File: src/rtl/wb_seq_ctrl_if.sv
// Bus bundle between wb_seq_ctrl and its neighbours (wbmem, MAC array, CPU glue).
// master = the sequencer, slave = the consumers that drive start/stall.
interface wb_seq_ctrl_if;
  logic        start;
  logic        stall;
  logic [31:0] ctr1;
  logic [31:0] ctr2;
  logic        re;
  logic        wvalid;
  logic        w_layer;
  logic [31:0] w_idx;
  logic        w_last;
  logic        busy;
  logic        done;

  modport master (
    input  start, stall,
    output ctr1, ctr2, re, wvalid, w_layer, w_idx, w_last, busy, done
  );

  modport slave (
    output start, stall,
    input  ctr1, ctr2, re, wvalid, w_layer, w_idx, w_last, busy, done
  );
endinterface

File: src/rtl/wb_seq_ctrl.sv
// Weight/bias memory sequencer: sweeps layer-1 then layer-2 wbmem addresses with aligned tags.
// Optional WB_SEQ_PERF_EN adds run_cycles/stall_cycles performance counters.
module wb_seq_ctrl #(
  parameter int L1_LEN = 785,
  parameter int L2_LEN = 33,
  parameter int GAP    = 2
) (
  input  logic           clk,
  input  logic           reset,
  wb_seq_ctrl_if.master  bus
`ifdef WB_SEQ_PERF_EN
  ,
  output logic [31:0]    run_cycles,
  output logic [31:0]    stall_cycles
`endif
);

  localparam logic [2:0] S_IDLE = 3'd0;
  localparam logic [2:0] S_L1   = 3'd1;
  localparam logic [2:0] S_GAP1 = 3'd2;
  localparam logic [2:0] S_L2   = 3'd3;
  localparam logic [2:0] S_DONE = 3'd4;

  localparam logic [9:0] L1_LAST  = 10'(L1_LEN - 1);
  localparam logic [9:0] L2_LAST  = 10'(L2_LEN - 1);
  localparam logic [3:0] GAP_LOAD = 4'(GAP - 1);
  localparam bit         GAP_SKIP = (GAP == 0);

  logic [2:0] state_r;
  logic [2:0] state_nxt_s;
  logic [9:0] ctr1_r;
  logic [9:0] ctr2_r;
  logic [3:0] gap_cnt_r;
  logic [9:0] addr_s;
  logic       addr_last_s;
  logic       in_l1_s;
  logic       in_l2_s;
  logic       re_s;
  logic       l1_end_s;
  logic       l2_end_s;
  logic       wvalid_r;
  logic       w_layer_r;
  logic       w_last_r;
  logic [9:0] w_idx_r;

  // Issue decode: read enable, final-word detection and the active layer's address.
  always_comb begin
    in_l1_s  = (state_r == S_L1);
    in_l2_s  = (state_r == S_L2);
    re_s     = (in_l1_s || in_l2_s) && !bus.stall;
    l1_end_s = in_l1_s && re_s && (ctr1_r == L1_LAST);
    l2_end_s = in_l2_s && re_s && (ctr2_r == L2_LAST);
    if (in_l2_s) begin
      addr_s      = ctr2_r;
      addr_last_s = (ctr2_r == L2_LAST);
    end else begin
      addr_s      = ctr1_r;
      addr_last_s = (ctr1_r == L1_LAST);
    end
  end

  // Next-state logic; transitions out of L1/L2 only happen on an actual issue of the last word.
  always_comb begin
    state_nxt_s = state_r;
    case (state_r)
      S_IDLE: begin
        if (bus.start) state_nxt_s = S_L1;
        else           state_nxt_s = S_IDLE;
      end
      S_L1: begin
        if (l1_end_s) state_nxt_s = GAP_SKIP ? S_L2 : S_GAP1;
        else          state_nxt_s = S_L1;
      end
      S_GAP1: begin
        if (gap_cnt_r == 4'd0) state_nxt_s = S_L2;
        else                   state_nxt_s = S_GAP1;
      end
      S_L2: begin
        if (l2_end_s) state_nxt_s = S_DONE;
        else          state_nxt_s = S_L2;
      end
      S_DONE:  state_nxt_s = S_IDLE;
      default: state_nxt_s = S_IDLE;
    endcase
  end

  // State, address counters, gap timer and one-cycle-delayed read tags.
  always_ff @(posedge clk) begin
    if (reset) begin
      state_r   <= S_IDLE;
      ctr1_r    <= 10'd0;
      ctr2_r    <= 10'd0;
      gap_cnt_r <= 4'd0;
      wvalid_r  <= 1'b0;
      w_layer_r <= 1'b0;
      w_last_r  <= 1'b0;
      w_idx_r   <= 10'd0;
    end else begin
      state_r <= state_nxt_s;
      if (in_l1_s && re_s) ctr1_r <= l1_end_s ? 10'd0 : ctr1_r + 10'd1;
      else                 ctr1_r <= ctr1_r;
      if (in_l2_s && re_s) ctr2_r <= l2_end_s ? 10'd0 : ctr2_r + 10'd1;
      else                 ctr2_r <= ctr2_r;
      if (l1_end_s)                                      gap_cnt_r <= GAP_LOAD;
      else if (state_r == S_GAP1 && gap_cnt_r != 4'd0)   gap_cnt_r <= gap_cnt_r - 4'd1;
      else                                               gap_cnt_r <= gap_cnt_r;
      wvalid_r  <= re_s;
      w_idx_r   <= addr_s;
      w_layer_r <= in_l2_s;
      w_last_r  <= re_s && addr_last_s;
    end
  end

  assign bus.ctr1    = {22'd0, ctr1_r};
  assign bus.ctr2    = {22'd0, ctr2_r};
  assign bus.re      = re_s;
  assign bus.wvalid  = wvalid_r;
  assign bus.w_layer = w_layer_r;
  assign bus.w_idx   = {22'd0, w_idx_r};
  assign bus.w_last  = w_last_r;
  assign bus.busy    = (state_r != S_IDLE);
  assign bus.done    = (state_r == S_DONE);

`ifdef WB_SEQ_PERF_EN
  logic [31:0] run_cycles_r;
  logic [31:0] stall_cycles_r;

  // Saturating busy/stall cycle counters, cleared when a start is accepted.
  always_ff @(posedge clk) begin
    if (reset) begin
      run_cycles_r   <= 32'd0;
      stall_cycles_r <= 32'd0;
    end else if (state_r == S_IDLE && bus.start) begin
      run_cycles_r   <= 32'd0;
      stall_cycles_r <= 32'd0;
    end else begin
      if (state_r != S_IDLE && run_cycles_r != 32'hFFFF_FFFF)
        run_cycles_r <= run_cycles_r + 32'd1;
      else
        run_cycles_r <= run_cycles_r;
      if ((in_l1_s || in_l2_s) && bus.stall && stall_cycles_r != 32'hFFFF_FFFF)
        stall_cycles_r <= stall_cycles_r + 32'd1;
      else
        stall_cycles_r <= stall_cycles_r;
    end
  end

  assign run_cycles   = run_cycles_r;
  assign stall_cycles = stall_cycles_r;
`endif

endmodule

File: src/flat_wrapper.sv
// flat-port wrapper written by rule: the top's interface ports become plain ports
module wb_seq_ctrl_flat 
#(
  parameter int L1_LEN = 785,
  parameter int L2_LEN = 33,
  parameter int GAP    = 2
)
  (clk, reset, bus_start, bus_stall, bus_ctr1, bus_ctr2, bus_re, bus_wvalid, bus_w_layer, bus_w_idx, bus_w_last, bus_busy, bus_done);
  wb_seq_ctrl_if bus_i ();
  input  logic clk;
  input  logic reset;
  input wire logic [$bits(bus_i.start)-1:0] bus_start;
  input wire logic [$bits(bus_i.stall)-1:0] bus_stall;
  output wire logic [$bits(bus_i.ctr1)-1:0] bus_ctr1;
  output wire logic [$bits(bus_i.ctr2)-1:0] bus_ctr2;
  output wire logic [$bits(bus_i.re)-1:0] bus_re;
  output wire logic [$bits(bus_i.wvalid)-1:0] bus_wvalid;
  output wire logic [$bits(bus_i.w_layer)-1:0] bus_w_layer;
  output wire logic [$bits(bus_i.w_idx)-1:0] bus_w_idx;
  output wire logic [$bits(bus_i.w_last)-1:0] bus_w_last;
  output wire logic [$bits(bus_i.busy)-1:0] bus_busy;
  output wire logic [$bits(bus_i.done)-1:0] bus_done;
  assign bus_i.start = bus_start;
  assign bus_i.stall = bus_stall;
  assign bus_ctr1 = bus_i.ctr1;
  assign bus_ctr2 = bus_i.ctr2;
  assign bus_re = bus_i.re;
  assign bus_wvalid = bus_i.wvalid;
  assign bus_w_layer = bus_i.w_layer;
  assign bus_w_idx = bus_i.w_idx;
  assign bus_w_last = bus_i.w_last;
  assign bus_busy = bus_i.busy;
  assign bus_done = bus_i.done;
  wb_seq_ctrl #(.L1_LEN(L1_LEN), .L2_LEN(L2_LEN), .GAP(GAP)) u_core (.clk(clk), .reset(reset), .bus(bus_i));
endmodule
File: config.mk
export PLATFORM = sky130hd
export DESIGN_NAME = wb_seq_ctrl_flat
export DESIGN_NICKNAME = d
export VERILOG_FILES = /design/src/rtl/wb_seq_ctrl_if.sv /design/src/rtl/wb_seq_ctrl.sv /design/src/flat_wrapper.sv
export SDC_FILE = /design/constraint.sdc
export NUM_CORES = 1
export LEC_CHECK = 0
export ABC_AREA = 1
export BUFFER_PORTS_ARGS = -buffer_cell sky130_fd_sc_hd__buf_2
export CORE_MARGIN = 5
export CORE_UTILIZATION = 51
export DETAILED_ROUTE_END_ITERATION = 6
export GPL_TIMING_DRIVEN = 1
export PLACE_DENSITY = 0.86
export SYNTH_ARGS = -nofsm -noshare
export SYNTH_HDL_FRONTEND = slang
export SYNTH_SLANG_ARGS = --single-unit
File: constraint.sdc
create_clock -name clk -period 1.9 [get_ports clk]
set_input_delay 0.38 -clock clk [delete_from_list [all_inputs] [get_ports clk]]
set_output_delay 0.38 -clock clk [all_outputs]
set_load 0.01 [all_outputs]
* Yosys cells after proc, flatten, opt, wreduce, memory -nomap -nowiden
Index checks and enable logic that the tools add are counted.
Word-level totals: input bits 4, logic and storage cells 44, output and inout bits 102, register bits 40
Cells by class: muxes and demuxes 11, reduce and logical (&&, ||, !) cells 15, add/sub/neg operators 3, equality and inequality tests 6
Operator list (count):
- 10-bit two-way mux | 3
- 10-bit by 1-bit adder with 10-bit output, second input constant | 2
- 3-bit one-hot mux with 4 select lines | 1
- 10-bit equality test, second input constant | 1
- 10-bit by 6-bit equality test with 1-bit output, second input constant | 1
- 1-bit logical AND | 7
- 3-bit by 2-bit equality test with 1-bit output, second input constant | 2
- 1-bit two-way mux | 5
- 4-bit zero test | 1
- 4-bit nonzero test | 1
- 4-bit by 1-bit subtractor with 4-bit output, second input constant | 1
- 3-bit by 1-bit equality test with 1-bit output, second input constant | 1
- 3-bit equality test, second input constant | 1
- 3-bit zero test | 1
- 3-bit two-way mux | 1
- 3-bit nonzero test | 1
- 2-bit two-way mux | 1
- 2-bit nonzero test | 1
- 2-bit OR reduction | 1
- 1-bit zero test | 1
- 1-bit logical OR | 1

* Longest topological paths before layout
depth in word-level cells 7, depth in mapped cells 9

* Least setup slack after synthesis
OpenSTA, ideal clock, no wires.
kind register -> register, start register u_core.ctr1_r[0], end register u_core.ctr1_r[8], clock period less this slack 1.325 ns, data required time 1.784 ns, cell stages (with the launch flop) 10, path buffers 0, arrival 1.209 ns, setup slack 0.575 ns, path through dfxtp_1 > inv_1 > ha_1 > nand3_1 > nor2_1 > nand2_1 > nand2_2 > inv_1 > o21ai_0 > nor2_1
Between the ends: cells in the longest elaborated chain, start to end 3, elaborated cells between the ends (all ways) 4, those cells by class 1 x add/sub; 1 x eq/ne; 1 x mux; 1 x reduce/logical
Ends and longest elaborated chain:
- start, declared | line wb_seq_ctrl.sv:31 | logic [9:0] ctr1_r;
- start signal, assigned | line wb_seq_ctrl.sv:100 | if (in_l1_s && re_s) ctr1_r <= l1_end_s ? 10'd0 : ctr1_r + 10'd1;
- start signal, assigned | line wb_seq_ctrl.sv:101 | else ctr1_r <= ctr1_r;
- parallel branches: the longest is 2 deep, another holds 10-bit by 1-bit adder with 10-bit output
- 10-bit two-way mux * | line wb_seq_ctrl.sv:100
Mark *: on every way between the ends. A chain may end at the register's enable or synchronous reset.

* Worst setup path after layout
start register u_core.state_r[0], end output port bus_busy
Between the ends: cells in the longest elaborated chain, start to end 1
Ends and longest elaborated chain:
- start, declared | line wb_seq_ctrl.sv:29 | logic [2:0] state_r;
- start signal, assigned | line wb_seq_ctrl.sv:99 | state_r <= state_nxt_s;
- 3-bit nonzero test | line wb_seq_ctrl.sv:121 | assign bus.busy = (state_r != S_IDLE);
- end, declared | line flat_wrapper.sv:21 | output wire logic [$bits(bus_i.busy)-1:0] bus_busy;
No other way between the ends.

==> impl_metrics.py <==
metrics = {
    "synthesis": {
        "synth_area_leaders": "dfxtp_1 (34%), buf_4 (21%), nor2_1 (6.7%)",
        "synth_area_leader_cell": "dfxtp_1",
        "syn_inst": 308,
        "synth-compound-area-share": 0.09343,
        "synth_seq_cells": 40,
        "synthMuxAreaShare": 0,
        "synthAdderAreaFrac": 0.03203,
        "synth_area_per_cell_sq_um": 7.609,
        "synth_top_family_by_area": "buffers and inverters",
        "synth.top_cell.area_share": 0.3417,
        "synth-simple-area-share": 0.2301,
        "synth_xor_area_frac": 0.02990,
        "synthesis.area_sq_um": 2343,
        "seq_area_frac_synth": 0.3417,
        "ys_types": 32,
        "yosys_warnings": 0,
    },
    "placement": {
        "portBuffers": 39,
        "finalWeightedCongestion": 0.8644,
        "dp_hpwl_mm": 3.765,
        "dpl-instance-area_sq_um": 2336,
    },
    "drt": {
        "drc_errors": 0,
        "dr.first_iter.drc_count": 146,
        "detailroute.via_count": 1848,
        "ant_nets": 0,
        "totalWireLength_mm": 4.603,
        "via_per_inst": 4.586,
        "wl_per_cell_microns": 11.42,
        "first_pass_iters": 4,
    },
    "worst_setup_path": {
        "worstPathArrival_ns": 1.17,
        "reg2reg_from": "u_core.state_r[1]",
        "critPathLaunchType": "register",
        "crit_type": "reg -> out",
        "cp_max_fo": 4,
        "reg2reg_to": "u_core.ctr2_r[6]",
        "rr_worst_depth": 6,
        "reg2reg_slack_ns": 0.40,
        "critical_path_required_ns": 1.52,
        "end_kind": "primary output",
    },
    "power_and_ir_drop": {
        "power_density_nw_per_um2": 687.0,
        "leakage_nw": 1.237,
        "power_mw": 1.684,
        "peakVddDrop_mv": 0.4322,
    },
    "timing": {
        "fmaxAchievable_mhz": 644.6,
        "final_max_slew_viol_count": 0,
        "fin_crit_sh": 0.8165,
        "hold_ws_ns": 0.4214,
        "setup_viol": 0,
        "hold_viol": 0,
        "finalSetupTns_ns": 0,
        "min_period_ns": 1.551,
        "rsz0062_at_grt": "no",
        "skew_ns": 0.01035,
    },
    "min_path": {
        "hp-start": "reset",
        "hp-class": "in -> reg",
        "whs_path_depth": 2,
        "holdPathEnd": "u_core.ctr1_r[3]",
    },
    "global_routing": {
        "grtUsageTotal": 0.1504,
        "grt_pass1_wl_mm": 7.438,
        "grt_max_degree": 17,
        "grt_pass1_vias": 1656,
        "grt_overflow": 0,
        "antenna_found_initial": 0,
    },
    "outcome": {
        "status": "completed",
    },
    "floorplan": {
        "die_h_microns": 77.79,
        "start_util": 0.5309,
        "core_area_sq_um": 4414,
        "pin_count": 106,
        "die_w_microns": 77.79,
        "die_area_sq_um": 6051,
        "num_rows": 24,
    },
    "final_layout": {
        "final_cell_area_sq_um": 2451,
        "n_antenna_cell": 0,
        "syn2layout_area_growth_pct": 4.592,
        "layout-drive-gt1-share": 0.1880,
        "final_cell_mix": "conb_1 (66), nor2_1 (42), dfxtp_1 (40)",
        "fin_nets": 360,
        "layout_commonest_cell": "conb_1",
    },
    "clocking": {
        "htree_num_levels": 2,
        "hold_buffers": 0,
        "cts_made_buffers": 5,
        "cts-root-buf": "clkbuf_8",
        "clock_path_buffers": 2,
        "clk_pin_slew_worst_paths_ns": 0.08,
        "cts_setup_buffers": 0,
        "clock_latency_ns": 0.30,
        "clock-sinks": 40,
        "cts_resized": 0,
        "cts_tree": "yes",
    },
    "job": {
        "maxCapViolCount": 0,
    },
}
-- logic make-up (layout without fill, tap and decap cells) --
kind of cell / after synthesis / count (layout)
AOI/OAI and AO/OA: 41 / 41
xor gates and xnor gates: 8 / 8
adders and majority gates: 6 / 6
buffers and inverters: 101 / 79
DFF: 40 / 40
other: 1 / 66
and+or+nand+nor: 111 / 111
-- final cells by class --
| class | instances | area, sq um |
|---|---|---|
| fillers | 427 | 1963 |
| multi-input cells | 232 | 1151 |
| flip-flops and latches | 40 | 800.8 |
| repair buffers | 40 | 202.7 |
| inverters | 31 | 116.4 |
| clock buffers | 5 | 68.82 |
| well taps | 52 | 65.06 |
| clock inverters | 3 | 46.29 |
-- flip-flops by register name, indices dropped and copies added (netlist names) --
name                count
u_core.ctr1_r          10
u_core.ctr2_r          10
u_core.state_r          3
u_core.bus.w_last       1
u_core.bus.wvalid       1
u_core.w_idx_r         10
u_core.bus.w_layer      1
u_core.gap_cnt_r        4
-- synth_stat cells (all sizes together) --
cell type,count
nor2,48
nand4,4
a21oi,17
nand3b,1
xor2,8
nor3b,2
a21o,1
nand3,16
or2,1
a31oi,2
dfxtp,40
buf,68
o21bai,2
nand2,34
o21ai,19
nor3,5
ha,6
clkbuf,2
inv,31
conb,1
-- per-stage QoR --
step             util  cells  setup WS, ns
2_1_floorplan       -    373        0.5748
3_3_place_gp   0.5292    395        0.4090
3_5_place_dp   0.5292    395        0.3641
4_1_cts        0.5553    403        0.3377
5_1_grt        0.5553    403        0.1836
6_report       0.5553    403        0.3487
-- report_power, final --
part           switching (mW)  internal, mW
Clock                   0.307         0.395
Combinational           0.108        0.0225
Sequential            0.00693         0.845
Total                   0.422          1.26
-- metal layers --
| metal | track usage | up-vias | part of all wire |
|---|---|---|---|
| li1 | - | 929 | - |
| met1 | 0.1735 | 841 | 0.39 |
| met2 | 0.2629 | 72 | 0.50 |
| met3 | 0.04630 | 6 | 0.097 |
| met4 | 0.04811 | 0 | 0.012 |
| met5 | 0 | - | 0 |
-- worst max path at each step --
stage	start	endpoint	slack [ns]	depth (start not counted)
2_1_floorplan	u_core.ctr1_r[0]	u_core.ctr1_r[8]	0.57	9
3_3_place_gp	bus_stall	u_core.ctr1_r[3]	0.41	9
3_5_place_dp	bus_stall	u_core.ctr1_r[3]	0.36	9
4_1_cts	u_core.state_r[0]	bus_busy	0.34	5
5_1_grt	u_core.ctr1_r[0]	u_core.ctr1_r[8]	0.18	9
6_report	u_core.state_r[0]	bus_busy	0.35	5
-- critical path: stages, from the launching register on --
cell	delay (ns)
dfxtp_1	0.45
inv_1	0.11
nand2_1	0.10
nor2_1	0.05
inv_1	0.05
buf_2	0.12
No activity file was read; power rests on OpenSTA's default activity.
